==> src/rtl/multicycle_cpu_ctrl_if.sv <==
// Sequencer-side bus bundle: fetch port, decode/branch inputs, datapath strobes and status.
interface multicycle_cpu_ctrl_if #(
    parameter int unsigned ADDR_W  = 32,
    parameter int unsigned INSTR_W = 32,
    parameter int unsigned CNT_W   = 32
);
    logic               run;
    logic               imem_req;
    logic [ADDR_W-1:0]  imem_addr;
    logic               imem_ready;
    logic [INSTR_W-1:0] imem_rdata;
    logic [INSTR_W-1:0] ir;
    logic [2:0]         dec_class;
    logic               br_taken;
    logic [ADDR_W-1:0]  br_target;
    logic               alu_en;
    logic               dmem_req;
    logic               dmem_we;
    logic               dmem_ready;
    logic               rf_we;
    logic [ADDR_W-1:0]  pc;
    logic               retire;
    logic [CNT_W-1:0]   instret;
    logic               halted;
    logic               illegal;

    // Sequencer side
    modport master (
        input  run, imem_ready, imem_rdata, dec_class, br_taken, br_target, dmem_ready,
        output imem_req, imem_addr, ir, alu_en, dmem_req, dmem_we, rf_we, pc, retire,
               instret, halted, illegal
    );

    // Memories / datapath side
    modport slave (
        output run, imem_ready, imem_rdata, dec_class, br_taken, br_target, dmem_ready,
        input  imem_req, imem_addr, ir, alu_en, dmem_req, dmem_we, rf_we, pc, retire,
               instret, halted, illegal
    );
endinterface

==> src/rtl/multicycle_cpu_ctrl.sv <==
// Multi-cycle sequencer: owns PC, IR and the FETCH/DECODE/EXEC/MEM/WB phase FSM, handshakes
// with variable-latency instruction/data memories and counts retired instructions.
module multicycle_cpu_ctrl #(
    parameter int unsigned       ADDR_W   = 32,
    parameter int unsigned       INSTR_W  = 32,
    parameter int unsigned       PC_STEP  = 4,
    parameter logic [ADDR_W-1:0] RESET_PC = '0,
    parameter int unsigned       CNT_W    = 32
) (
    input logic                   clk,
    input logic                   rst_n,
    multicycle_cpu_ctrl_if.master bus
);

    localparam logic [2:0] ClsAlu    = 3'd0;
    localparam logic [2:0] ClsLoad   = 3'd1;
    localparam logic [2:0] ClsStore  = 3'd2;
    localparam logic [2:0] ClsBranch = 3'd3;
    localparam logic [2:0] ClsHalt   = 3'd4;

    localparam logic [ADDR_W-1:0] PcStep = ADDR_W'(PC_STEP);

    typedef enum logic [2:0] {
        StFetch,
        StDecode,
        StExec,
        StMem,
        StWb,
        StHalted
    } state_e;

    state_e             state_q, state_d;
    logic [ADDR_W-1:0]  pc_q, pc_d;
    logic [INSTR_W-1:0] ir_q, ir_d;
    logic [2:0]         cls_q, cls_d;
    logic [CNT_W-1:0]   instret_q, instret_d;
    logic               illegal_q, illegal_d;
    logic               retire_q, retire_d;
    logic               take_br;

    // Phase sequencing; retire_d marks the cycle an instruction completes.
    always_comb begin
        state_d   = state_q;
        ir_d      = ir_q;
        cls_d     = cls_q;
        illegal_d = illegal_q;
        retire_d  = 1'b0;
        take_br   = 1'b0;
        unique case (state_q)
            StFetch: begin
                if (bus.run && bus.imem_ready) begin
                    ir_d    = bus.imem_rdata;
                    state_d = StDecode;
                end
            end
            StDecode: begin
                cls_d   = bus.dec_class;
                state_d = StExec;
            end
            StExec: begin
                case (cls_q)
                    ClsAlu:           state_d = StWb;
                    ClsLoad, ClsStore: state_d = StMem;
                    ClsBranch: begin
                        take_br  = bus.br_taken;
                        retire_d = 1'b1;
                        state_d  = StFetch;
                    end
                    ClsHalt: begin
                        retire_d = 1'b1;
                        state_d  = StHalted;
                    end
                    default: begin
                        // Undefined class: stop without retiring it
                        illegal_d = 1'b1;
                        state_d   = StHalted;
                    end
                endcase
            end
            StMem: begin
                if (bus.dmem_ready) begin
                    if (cls_q == ClsStore) begin
                        retire_d = 1'b1;
                        state_d  = StFetch;
                    end else begin
                        state_d = StWb;
                    end
                end
            end
            StWb: begin
                retire_d = 1'b1;
                state_d  = StFetch;
            end
            StHalted: state_d = StHalted;
            default:  state_d = StFetch;
        endcase
    end

    // Architectural update on retire: next PC and instret, both wrapping naturally.
    always_comb begin
        pc_d      = pc_q;
        instret_d = instret_q;
        if (retire_d) begin
            pc_d      = take_br ? bus.br_target : pc_q + PcStep;
            instret_d = instret_q + 1'b1;
        end
    end

    // State and architectural registers; async reset aborts any transaction in flight.
    always_ff @(posedge clk or negedge rst_n) begin
        if (!rst_n) begin
            state_q   <= StFetch;
            pc_q      <= RESET_PC;
            ir_q      <= '0;
            cls_q     <= ClsAlu;
            instret_q <= '0;
            illegal_q <= 1'b0;
            retire_q  <= 1'b0;
        end else begin
            state_q   <= state_d;
            pc_q      <= pc_d;
            ir_q      <= ir_d;
            cls_q     <= cls_d;
            instret_q <= instret_d;
            illegal_q <= illegal_d;
            retire_q  <= retire_d;
        end
    end

    // Strobes decoded from the registered phase
    assign bus.imem_req  = (state_q == StFetch) && bus.run;
    assign bus.imem_addr = pc_q;
    assign bus.ir        = ir_q;
    assign bus.alu_en    = (state_q == StExec);
    assign bus.dmem_req  = (state_q == StMem);
    assign bus.dmem_we   = (state_q == StMem) && (cls_q == ClsStore);
    assign bus.rf_we     = (state_q == StWb);
    assign bus.pc        = pc_q;
    assign bus.retire    = retire_q;
    assign bus.instret   = instret_q;
    assign bus.halted    = (state_q == StHalted);
    assign bus.illegal   = illegal_q;

endmodule

==> src/flat_wrapper.sv <==
// flat-port wrapper written by rule: the top's interface ports become plain ports
module multicycle_cpu_ctrl_flat 
#(
    parameter int unsigned       ADDR_W   = 32,
    parameter int unsigned       INSTR_W  = 32,
    parameter int unsigned       PC_STEP  = 4,
    parameter logic [ADDR_W-1:0] RESET_PC = '0,
    parameter int unsigned       CNT_W    = 32
)
  (clk, rst_n, bus_run, bus_imem_ready, bus_imem_rdata, bus_dec_class, bus_br_taken, bus_br_target, bus_dmem_ready, bus_imem_req, bus_imem_addr, bus_ir, bus_alu_en, bus_dmem_req, bus_dmem_we, bus_rf_we, bus_pc, bus_retire, bus_instret, bus_halted, bus_illegal);
  multicycle_cpu_ctrl_if #(.ADDR_W(ADDR_W), .INSTR_W(INSTR_W), .CNT_W(CNT_W)) bus_i ();
  input logic clk;
  input logic rst_n;
  input wire logic [$bits(bus_i.run)-1:0] bus_run;
  input wire logic [$bits(bus_i.imem_ready)-1:0] bus_imem_ready;
  input wire logic [$bits(bus_i.imem_rdata)-1:0] bus_imem_rdata;
  input wire logic [$bits(bus_i.dec_class)-1:0] bus_dec_class;
  input wire logic [$bits(bus_i.br_taken)-1:0] bus_br_taken;
  input wire logic [$bits(bus_i.br_target)-1:0] bus_br_target;
  input wire logic [$bits(bus_i.dmem_ready)-1:0] bus_dmem_ready;
  output wire logic [$bits(bus_i.imem_req)-1:0] bus_imem_req;
  output wire logic [$bits(bus_i.imem_addr)-1:0] bus_imem_addr;
  output wire logic [$bits(bus_i.ir)-1:0] bus_ir;
  output wire logic [$bits(bus_i.alu_en)-1:0] bus_alu_en;
  output wire logic [$bits(bus_i.dmem_req)-1:0] bus_dmem_req;
  output wire logic [$bits(bus_i.dmem_we)-1:0] bus_dmem_we;
  output wire logic [$bits(bus_i.rf_we)-1:0] bus_rf_we;
  output wire logic [$bits(bus_i.pc)-1:0] bus_pc;
  output wire logic [$bits(bus_i.retire)-1:0] bus_retire;
  output wire logic [$bits(bus_i.instret)-1:0] bus_instret;
  output wire logic [$bits(bus_i.halted)-1:0] bus_halted;
  output wire logic [$bits(bus_i.illegal)-1:0] bus_illegal;
  assign bus_i.run = bus_run;
  assign bus_i.imem_ready = bus_imem_ready;
  assign bus_i.imem_rdata = bus_imem_rdata;
  assign bus_i.dec_class = bus_dec_class;
  assign bus_i.br_taken = bus_br_taken;
  assign bus_i.br_target = bus_br_target;
  assign bus_i.dmem_ready = bus_dmem_ready;
  assign bus_imem_req = bus_i.imem_req;
  assign bus_imem_addr = bus_i.imem_addr;
  assign bus_ir = bus_i.ir;
  assign bus_alu_en = bus_i.alu_en;
  assign bus_dmem_req = bus_i.dmem_req;
  assign bus_dmem_we = bus_i.dmem_we;
  assign bus_rf_we = bus_i.rf_we;
  assign bus_pc = bus_i.pc;
  assign bus_retire = bus_i.retire;
  assign bus_instret = bus_i.instret;
  assign bus_halted = bus_i.halted;
  assign bus_illegal = bus_i.illegal;
  multicycle_cpu_ctrl #(.ADDR_W(ADDR_W), .INSTR_W(INSTR_W), .PC_STEP(PC_STEP), .RESET_PC(RESET_PC), .CNT_W(CNT_W)) u_core (.clk(clk), .rst_n(rst_n), .bus(bus_i));
endmodule
==> config.mk <==
export PLATFORM = sky130hd
export DESIGN_NAME = multicycle_cpu_ctrl_flat
export DESIGN_NICKNAME = d
export VERILOG_FILES = /design/src/rtl/multicycle_cpu_ctrl_if.sv /design/src/rtl/multicycle_cpu_ctrl.sv /design/src/flat_wrapper.sv
export SDC_FILE = /design/constraint.sdc
export NUM_CORES = 1
export LEC_CHECK = 0
export ABC_CLOCK_PERIOD_IN_PS = 5600
export CORE_MARGIN = 4
export CORE_UTILIZATION = 47
export CTS_CLUSTER_DIAMETER = 150
export DETAILED_ROUTE_END_ITERATION = 12
export PLACE_DENSITY = 0.86
export SLEW_MARGIN = 15
export SYNTH_ARGS = -nofsm -noshare
export SYNTH_HDL_FRONTEND = slang
export SYNTH_SLANG_ARGS = --single-unit
==> constraint.sdc <==
create_clock -name clk -period 5.6 [get_ports clk]
set_input_delay 1.12 -clock clk [delete_from_list [all_inputs] [get_ports clk]]
set_output_delay 1.12 -clock clk [all_outputs]
set_load 0.005 [all_outputs]
==> qor.yml <==
status:
  status: "completed"
final_layout:
  areaGrowthSynthToFinish_pct: 42.8
  diodes: 0
  fin_cells: 815
  final_area_mm2: 0.00754
  final_layout_size_suffix_gt1_frac: 0.0948
  final_cell_mix: "207 x clkdlybuf4s50_1, 104 x dfrtp_1, 48 x nand2_1"
  nNetsFinal: 746
  fillers: 862
  final_common_cell: "clkdlybuf4s50_1"
clock_network:
  cts_tree: "built"
  clockBufferDepth: 2
  worst_skew_pair.late_latency_ps: 340
  cts.repair.resized: 0
  cts_setup_buffers: 0
  cts-root-buf: "clkbuf_16"
  cts_sinks: 104
  h-tree-depth: 3
  hold_buffers: 0
  clk_pin_slew_worst_paths_ps: 70
  numCtsBuffers: 9
worst_setup_path:
  required_ps: 4480
  end_kind: "output port"
  regToRegStartpoint: "u_core.state_q[2]"
  r2r_cells: 6
  rrSetupSlack_ps: 2730
  crit_path_frequent_cell: "clkdlybuf4s50_1"
  cp_slowest_stage_delay_ps: 620
  crit_path_top_delay_cell: "clkdlybuf4s50_1"
  path_buf_inv: 2
  rr_endpoint: "u_core.bus.imem_addr[23]"
  crit_arrival_ps: 2600
  crit_fanout: 2
  worst-setup-path-type: "in2out"
  start_kind: "input pin"
  path_delay_family: "buffers and inverters"
  crit_chain: "clkdlybuf4s50_1 -> nor4b_1 -> clkdlybuf4s50_1"
global_route:
  grt_pass1_wl_mm: 24.9
  grt_antenna_before_repair: 0
  grt_pass1_vias: 4846
  grt.overflow.total: 0
  grtUsageTotal: 0.239
  grt_max_degree: 66
run:
  maxCapViolCount: 0
drt:
  vias_per_cell: 5.66
  drc: 0
  vias: 4612
  first_iter_violations: 195
  dr.pass1.iters: 5
  ant_nets: 0
  wl_mm: 15.1
  wl_per_cell_um: 18.5
synthesis:
  ys_types: 58
  yosysSeqAreaShare: 0.493
  yosysWarningCount: 0
  postSynthCellCount: 506
  ys_seq_elements: 104
  syn_area_mm2: 0.00528
  syn_nets: 581
  syn_avg_cell_area_um2: 10.4
  synth_flop_cell: "dfrtp_1"
  synth_edf_count: 0
  async_reset_ff_frac: 1.00
power_and_ir_drop:
  internal_power_mw: 2.31
  vdd_ir_drop_max_mv: 0.253
  comb_power_share: 0.421
  power_frac_clock: 0.200
  seqPwrFrac: 0.378
  leakage_nw: 2.92
  total_power_mw: 3.44
  p_sw_frac: 0.328
  p_switching_mw: 1.13
  pwr_density_cell_mw_per_mm2: 456
timing:
  max_freq_mhz: 269
  setup_slack_ps: 1880
  min_period_over_period: 0.665
  maxSlewHeadroom: 0.388
  fin_crit_ps: 3720
  fin_setup_tns_ps: 0
  finalSetupViolCount: 0
  hold_violations: 0
  rsz0062_at_grt: "no"
  fin_skew_ps: 7.36
  worst_pin_slew_ps: 918
  slew_viol_final: 0
placed_design:
  dp_slack_ps: 1980
  place_area_mm2: 0.00721
  dp.cells: 800
  hpwl_mm: 11.2
  io_buffer_count: 208
  gp_congestion: 0.812
floorplanning:
  rows: 38
  io_pins: 209
  core-area_mm2: 0.0109
  die_x_um: 114
  initial_utilization: 0.483
  fp.dieH_um: 114
  fp.dieArea_mm2: 0.0130
min_path:
  worstHoldStart: "u_core.bus.instret[31]"
  hold_path_class: "reg2reg"
  worstHoldEndpoint: "u_core.bus.instret[31]"
  hold_depth: 1
-- sequential cells by signal, summed over array words and instances, names as in the netlist --
signal / cells
u_core.state_q: 3
u_core.bus.ir: 32
u_core.bus.imem_addr: 32
u_core.bus.instret: 32
u_core.cls_q: 3
u_core.bus.retire: 1
u_core.bus.illegal: 1
-- Yosys cell counts (4+ instances only) --
cell type  count  area, um^2
a211oi_1      12        90.1
a21oi_1       21         105
a31oi_1        5        31.3
and2_1         4        25.0
and3_1        11        68.8
and4_1         8        70.1
buf_2          9        45.0
buf_4         32         240
clkbuf_1      12        45.0
dfrtp_1      104        2600
inv_1          9        33.8
mux2_2        33         372
nand2_1       49         184
nand3_1       26         130
nand4_1       19         119
nor2_1        16        60.1
nor3_1         9        45.0
o21ai_0       15        75.1
o21ai_1       10        50.1
o22ai_1        6        37.5
xnor2_1       37         324
xor2_1         5        43.8
-- layer usage --
metal	global-route usage	wire length, um	up-vias
met2	0.407	7660	228
met1	0.306	5880	2247
met4	0.0713	249	0
met5	0	0	-
met3	0.0536	1300	18
li1	-	-	2119
-- kinds of logic (layout without fill, tap and decap cells) --
family,after synthesis,after routing,share of synthesized area
adders and majority gates,2,2,0.00474
xor gates and xnor gates,42,42,0.0696
buffers and inverters,67,236,0.0729
and+or+nand+nor,161,161,0.164
DFF,104,104,0.493
AOI/OAI and AO/OA,97,97,0.126
muxes,33,33,0.0703
-- power groups by stage --
stage / Combinational (mW) / Clock [mW] / Sequential, mW
global placement: 1.42 / 0 / 1.29
detailed placement: 1.45 / 0 / 1.31
CTS: 1.47 / 0.697 / 1.30
global route: 1.57 / 0.725 / 1.35
floorplan: 0.726 / 0 / 1.24
finish: 1.45 / 0.689 / 1.30
-- layout make-up --
class / instances / area (um^2) / share of cell area
clock inverters: 4 / 77.6 / 0.0103
multi-input cells: 335 / 2300 / 0.304
flip-flops and latches: 104 / 2600 / 0.345
inverters: 10 / 37.5 / 0.00498
well taps: 140 / 175 / 0.0232
repair buffers: 211 / 2100 / 0.279
clock buffers: 11 / 253 / 0.0335
-- worst max path at each step --
stage	startpoint	endpoint	slack, ps	cells after the start
2_1_floorplan	bus_run	bus_imem_req	3020	1
3_3_place_gp	bus_run	bus_imem_req	1970	3
3_5_place_dp	bus_run	bus_imem_req	1980	3
4_1_cts	bus_run	bus_imem_req	1950	3
5_1_grt	bus_run	bus_imem_req	1840	3
6_report	bus_run	bus_imem_req	1880	3
-- per-stage QoR --
stage | hold WS, ps | util
after floorplan | 459 | -
after global placement | 474 | 0.659
after detailed placement | 490 | 0.659
after CTS | 499 | 0.690
after global routing | 516 | 0.690
final | 493 | 0.690
Note: power is estimated with default switching activity, not from simulation.
